File: config.mk
export PLATFORM = sky130hd
export DESIGN_NAME = barrel_shifter_pipe
export DESIGN_NICKNAME = d
export VERILOG_FILES = /design/src/rtl/barrel_shifter_pipe.sv
export SDC_FILE = /design/constraint.sdc
export NUM_CORES = 1
export LEC_CHECK = 0
export BUFFER_PORTS_ARGS = -buffer_cell sky130_fd_sc_hd__buf_4
export CAP_MARGIN = 20
export CORE_UTILIZATION = 65
export DETAILED_ROUTE_END_ITERATION = 12
export PLACE_DENSITY = 0.85
export SETUP_SLACK_MARGIN = 0.05
export SLEW_MARGIN = 40
export SYNTH_ARGS = -nofsm -noshare
export SYNTH_HDL_FRONTEND = slang
export SYNTH_SLANG_ARGS = --single-unit
File: constraint.sdc
create_clock -name clk -period 2.5 [get_ports clk]
set_input_delay 0 -clock clk [delete_from_list [all_inputs] [get_ports clk]]
set_output_delay 0 -clock clk [all_outputs]
set_load 0.05 [all_outputs]
File: src/rtl/barrel_shifter_pipe.sv
`default_nettype none
// ============================================================================
// Module   : barrel_shifter_pipe
// Brief    : Parametrised log-depth barrel shifter (LSL/LSR/ASR/ROL) with
//            valid/ready handshake and a lost-bit (overflow/sticky) flag.
// Revision : 1.0 - initial release
// ============================================================================
module barrel_shifter_pipe #(
    parameter int WIDTH     = 48,
    parameter int SHW       = $clog2(WIDTH),
    parameter int PIPELINED = 1
) (
    input  logic             clk,
    input  logic             reset,
    input  logic             in_valid,
    output logic             in_ready,
    input  logic [WIDTH-1:0] in_data,
    input  logic [SHW-1:0]   in_shift,
    input  logic [1:0]       in_mode,
    output logic             out_valid,
    input  logic             out_ready,
    output logic [WIDTH-1:0] out_data,
    output logic             out_flag
);

    localparam logic [1:0]   c_mode_lsl = 2'b00;
    localparam logic [1:0]   c_mode_lsr = 2'b01;
    localparam logic [1:0]   c_mode_asr = 2'b10;
    localparam logic [1:0]   c_mode_rol = 2'b11;
    localparam logic [SHW:0] c_width    = (SHW + 1)'(WIDTH);

    typedef struct packed {
        logic             valid;
        logic [WIDTH-1:0] data;
        logic [1:0]       mode;
        logic [SHW-1:0]   shift;
        logic             sign;
        logic [WIDTH-1:0] mask;   // positions holding sign copies (ASR only)
        logic             flag;
    } stage_t;

    stage_t w_lvl_in  [SHW];
    stage_t w_lvl_out [SHW];
    stage_t w_entry;

    logic             w_stall;
    logic [SHW:0]     w_shift_ext;
    logic [SHW:0]     w_shift_red;
    logic [SHW-1:0]   w_shift_eff;

    logic             r_out_valid;
    logic [WIDTH-1:0] r_out_data;
    logic             r_out_flag;

    assign w_stall  = r_out_valid && !out_ready;
    assign in_ready = !w_stall;

    // Rotation by WIDTH is the identity, so fold the amount into [0, WIDTH).
    assign w_shift_ext = {1'b0, in_shift};
    assign w_shift_red = w_shift_ext - c_width;
    assign w_shift_eff = ((in_mode == c_mode_rol) && (w_shift_ext >= c_width))
                         ? w_shift_red[SHW-1:0] : in_shift;

    always_comb begin
        w_entry       = '0;
        w_entry.valid = in_valid && in_ready;
        w_entry.data  = in_data;
        w_entry.mode  = in_mode;
        w_entry.shift = w_shift_eff;
        w_entry.sign  = in_data[WIDTH-1];
        w_entry.flag  = 1'b0;
        if (in_mode == c_mode_asr) begin
            w_entry.mask = {1'b1, {(WIDTH-1){1'b0}}};
        end
    end

    assign w_lvl_in[0] = w_entry;

    // Level i handles shift bit K = SHW-1-i, i.e. a constant shift of 2^K.
    for (genvar i = 0; i < SHW; i++) begin : g_level
        localparam int K   = SHW - 1 - i;
        localparam int AMT = 1 << K;
        localparam logic [WIDTH-1:0] c_lo_mask = {WIDTH{1'b1}} >> (WIDTH - AMT);
        localparam logic [WIDTH-1:0] c_hi_mask = {WIDTH{1'b1}} << (WIDTH - AMT);

        stage_t w_cur;
        stage_t w_nxt;

        assign w_cur = w_lvl_in[i];

        always_comb begin
            w_nxt = w_cur;
            if (w_cur.shift[K]) begin
                w_nxt.shift[K] = 1'b0;
                case (w_cur.mode)
                    c_mode_lsl: begin
                        w_nxt.data = w_cur.data << AMT;
                        w_nxt.flag = w_cur.flag | (|(w_cur.data & c_hi_mask));
                    end
                    c_mode_lsr: begin
                        w_nxt.data = w_cur.data >> AMT;
                        w_nxt.flag = w_cur.flag | (|(w_cur.data & c_lo_mask));
                    end
                    c_mode_asr: begin
                        w_nxt.data = (w_cur.data >> AMT)
                                   | ({WIDTH{w_cur.sign}} & c_hi_mask);
                        w_nxt.mask = (w_cur.mask >> AMT)
                                   | ({WIDTH{w_cur.mask[WIDTH-1]}} & c_hi_mask);
                        // Sign copies are fill, not lost precision.
                        w_nxt.flag = w_cur.flag
                                   | (|(w_cur.data & ~w_cur.mask & c_lo_mask));
                    end
                    default: begin
                        w_nxt.data = (w_cur.data << AMT)
                                   | (w_cur.data >> (WIDTH - AMT));
                    end
                endcase
            end
        end

        assign w_lvl_out[i] = w_nxt;
    end

    for (genvar i = 0; i < SHW - 1; i++) begin : g_link
        if (PIPELINED != 0) begin : g_reg
            stage_t r_stage;

            always_ff @(posedge clk) begin
                if (reset) begin
                    r_stage <= '0;
                end else if (!w_stall) begin
                    r_stage <= w_lvl_out[i];
                end
            end

            assign w_lvl_in[i+1] = r_stage;
        end else begin : g_comb
            assign w_lvl_in[i+1] = w_lvl_out[i];
        end
    end

    always_ff @(posedge clk) begin
        if (reset) begin
            r_out_valid <= 1'b0;
            r_out_data  <= '0;
            r_out_flag  <= 1'b0;
        end else if (!w_stall) begin
            r_out_valid <= w_lvl_out[SHW-1].valid;
            r_out_data  <= w_lvl_out[SHW-1].data;
            r_out_flag  <= w_lvl_out[SHW-1].flag;
        end
    end

    assign out_valid = r_out_valid;
    assign out_data  = r_out_data;
    assign out_flag  = r_out_flag;

    // Sideband fields of the final level are intentionally dropped.
    logic w_unused;
    assign w_unused = ^{w_lvl_out[SHW-1].mode, w_lvl_out[SHW-1].shift,
                        w_lvl_out[SHW-1].sign, w_lvl_out[SHW-1].mask,
                        w_shift_red[SHW]};

endmodule
`default_nettype wire

---- Word-level counts from Yosys, hierarchy flattened ----
Cells that the tools add are included.
word-level totals
  register bits ........................... 570
  logic and storage cells ................. 154
  bits of input ports ..................... 60
operators by class
  order comparisons ....................... 1
  bitwise logic cells ..................... 44
  mux-type cells .......................... 31
  add/sub/neg operators ................... 1
  equal/unequal tests ..................... 13
  reduce and logical (&&, ||, !) cells .... 26
operators by type and width
  operator                             number
  one-hot mux 48 bit (3 select lines)  6
  two-way mux 48 bit                   12
  two-way mux 49 bit                   5
  OR 16 x 48 -> 48 bit                 2
  OR 32 x 48 -> 48 bit                 2
  OR 40 x 48 -> 48 bit                 2
  OR 44 x 48 -> 48 bit                 2
  OR 46 x 48 -> 48 bit                 2
  OR reduction 32 bit                  3
  OR 47 x 48 -> 48 bit                 1
  OR 48 x 1 -> 48 bit                  1
  OR 48 x 16 -> 48 bit                 1
  OR 48 x 2 -> 48 bit                  1
  OR 48 x 32 -> 48 bit                 1
  OR 48 x 4 -> 48 bit                  1
  OR 48 x 8 -> 48 bit                  1
  OR reduction 16 bit                  3
  bitwise AND 32 bit                   1
  NOT 32 bit                           1
  OR reduction 8 bit                   3
  one-hot mux 1 bit (3 select lines)   6
  bitwise AND 16 bit                   1
  NOT 16 bit                           1
  OR 1 bit                             15
  other kinds (19)                     42

---- Depth between registers and ports, before layout ----
  depth after elaboration ................. 7
  depth in mapped cells ................... 9
  depth with buffers taken out ............ 7

---- Worst setup path after synthesis ----
Ideal clock, no wire load.
  path type ............................... register -> register
  from .................................... register r_out_valid, in the netlist out_valid
  to ...................................... register g_link[0].g_reg.r_stage, in the netlist g_level[1].w_cur[89]
  cell stages (with the launch flop) ...... 6
  slack ................................... 0.646 ns
  clock period less this slack ............ 1.854 ns
  data arrival time ....................... 1.682 ns
  cells stage by stage .................... dfxtp_1 -> nor2b_1 -> buf_2 -> inv_2 -> clkbuf_1 -> a311oi_1
between the ends
  word-level cells in the longest chain between the ends .. 1
ends and longest elaborated chain
  element                   line  text
  start: declaration        51    logic r_out_valid;
  start signal: assignment  148   r_out_valid <= w_lvl_out[SHW-1].valid;
  logical AND 1 bit         55    assign w_stall = r_out_valid && !out_ready;
  end signal: assignment    132   r_stage <= w_lvl_out[i];
  end: declaration          126   stage_t r_stage;
No other way between the ends.
A chain may end at the register's enable or synchronous reset.

---- Final worst setup path ----
  from .................................... register g_link[2].g_reg.r_stage, in the netlist g_level[3].w_cur[57]
  to ...................................... register g_link[3].g_reg.r_stage, in the netlist g_level[4].w_cur[83]
between the ends
  word-level cells in the longest chain between the ends .. 3
  elaborated cells on any way between the ends .. 5
  classes of those cells .................. eq/ne: 2; mux: 2; reduce/logical: 1
ends and longest elaborated chain
  element                                      line  text
  start: declaration                           126
  start signal: assignment                     132
  equality test 2 bit (tied with other cells)  95    case (w_cur.mode)
  one-hot mux 48 bit (3 select lines) *        95
  two-way mux 48 bit *                         93    if (w_cur.shift[K]) begin
  end signal: assignment                       132
  end: declaration                             126
Mark *: on every way between the ends. The rest lies on a longest branch, timed or not.

==> flow_metrics.tcl <==
set metrics [dict create \
    dieArea_um2 27100 \
    place_ws_ps 287 \
    wl_per_cell_um 19.9 \
    grt_setup_unrepaired "false" \
    finalNonFillerCells 2669 \
    rows 59 \
    final_hold_viol_count 0 \
    status "completed" \
    crit_chain "ha_1 -> or2_2 -> a221oi_1 -> or3_1 -> a21oi_1" \
    portBuffers 110 \
    drv_slew 0 \
    nNetsFinal 2392 \
    min_path_cells 4 \
    r2r_slack_ps 190 \
    clock-root-buffer "clkbuf_16" \
    clk_latency_ps 510 \
    slew_headroom 0.426 \
    ys_async_sr_fraction 0 \
    max_cap_viol_count 0 \
    ant_nets 0 \
    detail_route.vias_per_cell 6.66 \
    hp-start "in_shift[5]" \
    cts.clk_slew.worst_paths_ps 60 \
    drt_iter0_markers 2346 \
    gp_congestion 0.929 \
    vias 17800 \
    min_period_ps 2310 \
    grt_antenna_before_repair 2 \
    wirelength_um 53100 \
    finalCritPeriodShare 0.924 \
    critPathLaunchType "register" \
    dp.cells 2522 \
    end_kind "register" \
    syn_to_final_growth_pct 15.6 \
    setup_viol 0 \
    setup_ws_ps 189 \
    synth-main-ff-cell "dfxtp_1" \
    p_per_area_nw_per_um2 651 \
    coreArea_um2 26000 \
    grt_pass1_vias 15900 \
    avgSynthCellArea_um2 7.57 \
    cp-startpoint "g_level[3].w_cur[57]$_SDFFE_PP0N_" \
    yosys_register_bits 335 \
    rr_endpoint "g_level[4].w_cur[83]$_SDFFE_PP0N_" \
    syn_nets 2355 \
    hold_class "input port to register" \
    die_h_um 165 \
    final_common_cell "nand2_1" \
    clock-skew-final_ps 14.8 \
    track_usage 0.375 \
    h-tree-depth 2 \
    max_freq_mhz 433 \
    vdd_drop_max_mv 0.576 \
    tightest_slew_ps 839 \
    timing.rr.start "g_level[3].w_cur[57]$_SDFFE_PP0N_" \
    sw_frac_of_total 0.270 \
    cts_tree "built" \
    combPwrFrac 0.136 \
    clock_power_share 0.397 \
    p_leak_uw 0.00703 \
    yosysWarnings 0 \
    setup_tns_ps 0 \
    crit_end "g_level[4].w_cur[83]$_SDFFE_PP0N_" \
    synth-seq-area-share 0.390 \
    crit_arrival_ps 2740 \
    initial_core_util 0.661 \
    cp.required_ps 2930 \
    dp.final_hpwl_um 33800 \
    cts_buffers 36 \
    remaining_drc_errors 0 \
    synth_area_um2 17200 \
    grt_pass1_wl_um 81200 \
    slowest_stage "or2_2" \
    reg2reg_depth 5 \
    intPower_uw 9430 \
    seqPwrFrac 0.467 \
    die_w_um 165 \
    p_sw_uw 3490 \
    drt_pre_antenna_iters 7 \
    drive_above_1_share 0.0982 \
    clock-sinks 335 \
    syn_inst 2270 \
    worst-setup-path-type "register to register" \
    grt.overflow.total 0 \
    max_stage_delay_ps 740 \
    grt_max_degree 184 \
    io_pins 111 \
    synth-edff-count 0 \
    clock_path_buffers 3 \
    layout_common_cells "411 x nand2_1, 350 x a21oi_1, 332 x dfxtp_1" \
    ys_types 44 \
    path_max_fanout 44 \
]
routing by layer:
| metal | part of all wire | vias to the layer above | wire length [um] | track usage |
|---|---|---|---|---|
| met5 | 0 | - | 0 | 0 |
| met4 | 0.068 | 0 | 3620 | 0.232 |
| met3 | 0.074 | 264 | 3920 | 0.0492 |
| met2 | 0.48 | 948 | 25600 | 0.645 |
| met1 | 0.38 | 8305 | 19900 | 0.443 |
| li1 | - | 8246 | - | - |
Yosys cell counts (2+ instances only):
cell type	number	area share
nand2_1	412	0.090
a21oi_1	350	0.10
dfxtp_1	335	0.39
nor2_1	296	0.065
a22oi_1	135	0.059
clkbuf_1	127	0.028
a211o_1	119	0.061
a221oi_1	89	0.045
buf_2	79	0.023
or3_1	78	0.028
o211ai_1	51	0.022
a211oi_1	33	0.014
ha_1	25	0.018
inv_1	19	0.0042
nor4_1	19	0.0069
buf_4	12	0.0052
nor3_1	11	0.0032
o31a_1	10	0.0051
buf_1	7	0.0015
buf_6	6	0.0039
nand4_1	6	0.0022
or2_2	5	0.0018
or4_1	5	0.0022
nand2b_1	4	0.0015
nor2b_1	4	0.0015
a311oi_1	3	0.0015
nor2_2	3	0.0011
o21ai_0	3	0.00087
o22ai_1	3	0.0011
a2111oi_0	2	0.0010
a221o_1	2	0.0012
a31oi_1	2	0.00073
and3b_1	2	0.0010
inv_2	2	0.00044
o21a_1	2	0.00087
final cells by class:
class	count	area [um2]
flip-flops and latches	335	6710
inverters	21	78.8
repair buffers	229	2090
well taps	335	419
clock buffers	55	1090
fillers	1942	6130
clock inverters	8	50.0
diodes	2	5.00
multi-input cells	1684	9400
stage by stage:
stage	power [uW]	hold slack, ps	utilization	instance area, um2
after floorplan	7130	140	-	17200
after global placement	7620	262	0.685	17800
after detailed placement	7670	265	0.685	17800
after CTS	12900	8.78	0.758	19700
after global routing	13400	102	0.764	19900
final	12900	144	0.764	19900
worst min-delay path by stage:
stage                     slack (ps)                                 end
final                            140    g_level[1].w_cur[0]$_SDFFE_PP0N_
after global routing             100    g_level[1].w_cur[0]$_SDFFE_PP0N_
after CTS                          9   g_level[1].w_cur[85]$_SDFFE_PP0N_
after detailed placement         270  g_level[1].w_cur[106]$_SDFFE_PP0N_
after global placement           260   g_level[1].w_cur[50]$_SDFFE_PP0N_
after floorplan                  140  g_level[1].w_cur[106]$_SDFFE_PP0N_
power by group through the flow:
stage | registers [uW] | logic [uW] | clock network, uW
CTS | 6010 | 1660 | 5180
global placement | 6120 | 1500 | 0
detailed placement | 6130 | 1540 | 0
floorplan | 6030 | 1100 | 0
finish | 6040 | 1750 | 5130
global route | 6050 | 1910 | 5390
cells by family (layout without fill, tap and decap cells):
logic type	count (synthesis)	in the layout	synth area share
compound gates	807	807	0.318
xor+xnor	1	1	0.000510
fa+ha+maj	25	25	0.0182
buf+inv	253	313	0.0664
flops	335	335	0.390
mux	1	3	0.000874
other cells	0	2	0
simple gates	848	848	0.206
timing repair:
item / 4_1_cts / 5_1_grt
setup buffers: 0 / 0
endpoints found under the setup margin: 0 / 10
gates resized for setup: 0 / 9
hold endpoints to repair: 67 / 53
hold buffers: 76 / 2
registers in the layout, summed over array words and instances (netlist names):
signal / cells
out_valid: 1
g_level.w_cur: 285
out_data: 48
out_flag: 1
critical path, delay by kind of cell (launching register included):
kind                     cells  cell delay [ps]
AND/OR/NAND/NOR              2             1100
flip-flops                   1              400
adder cells (fa/ha/maj)      1              320
AO/OA/AOI/OAI                2              390
Note: power is estimated with default switching activity, not from simulation.
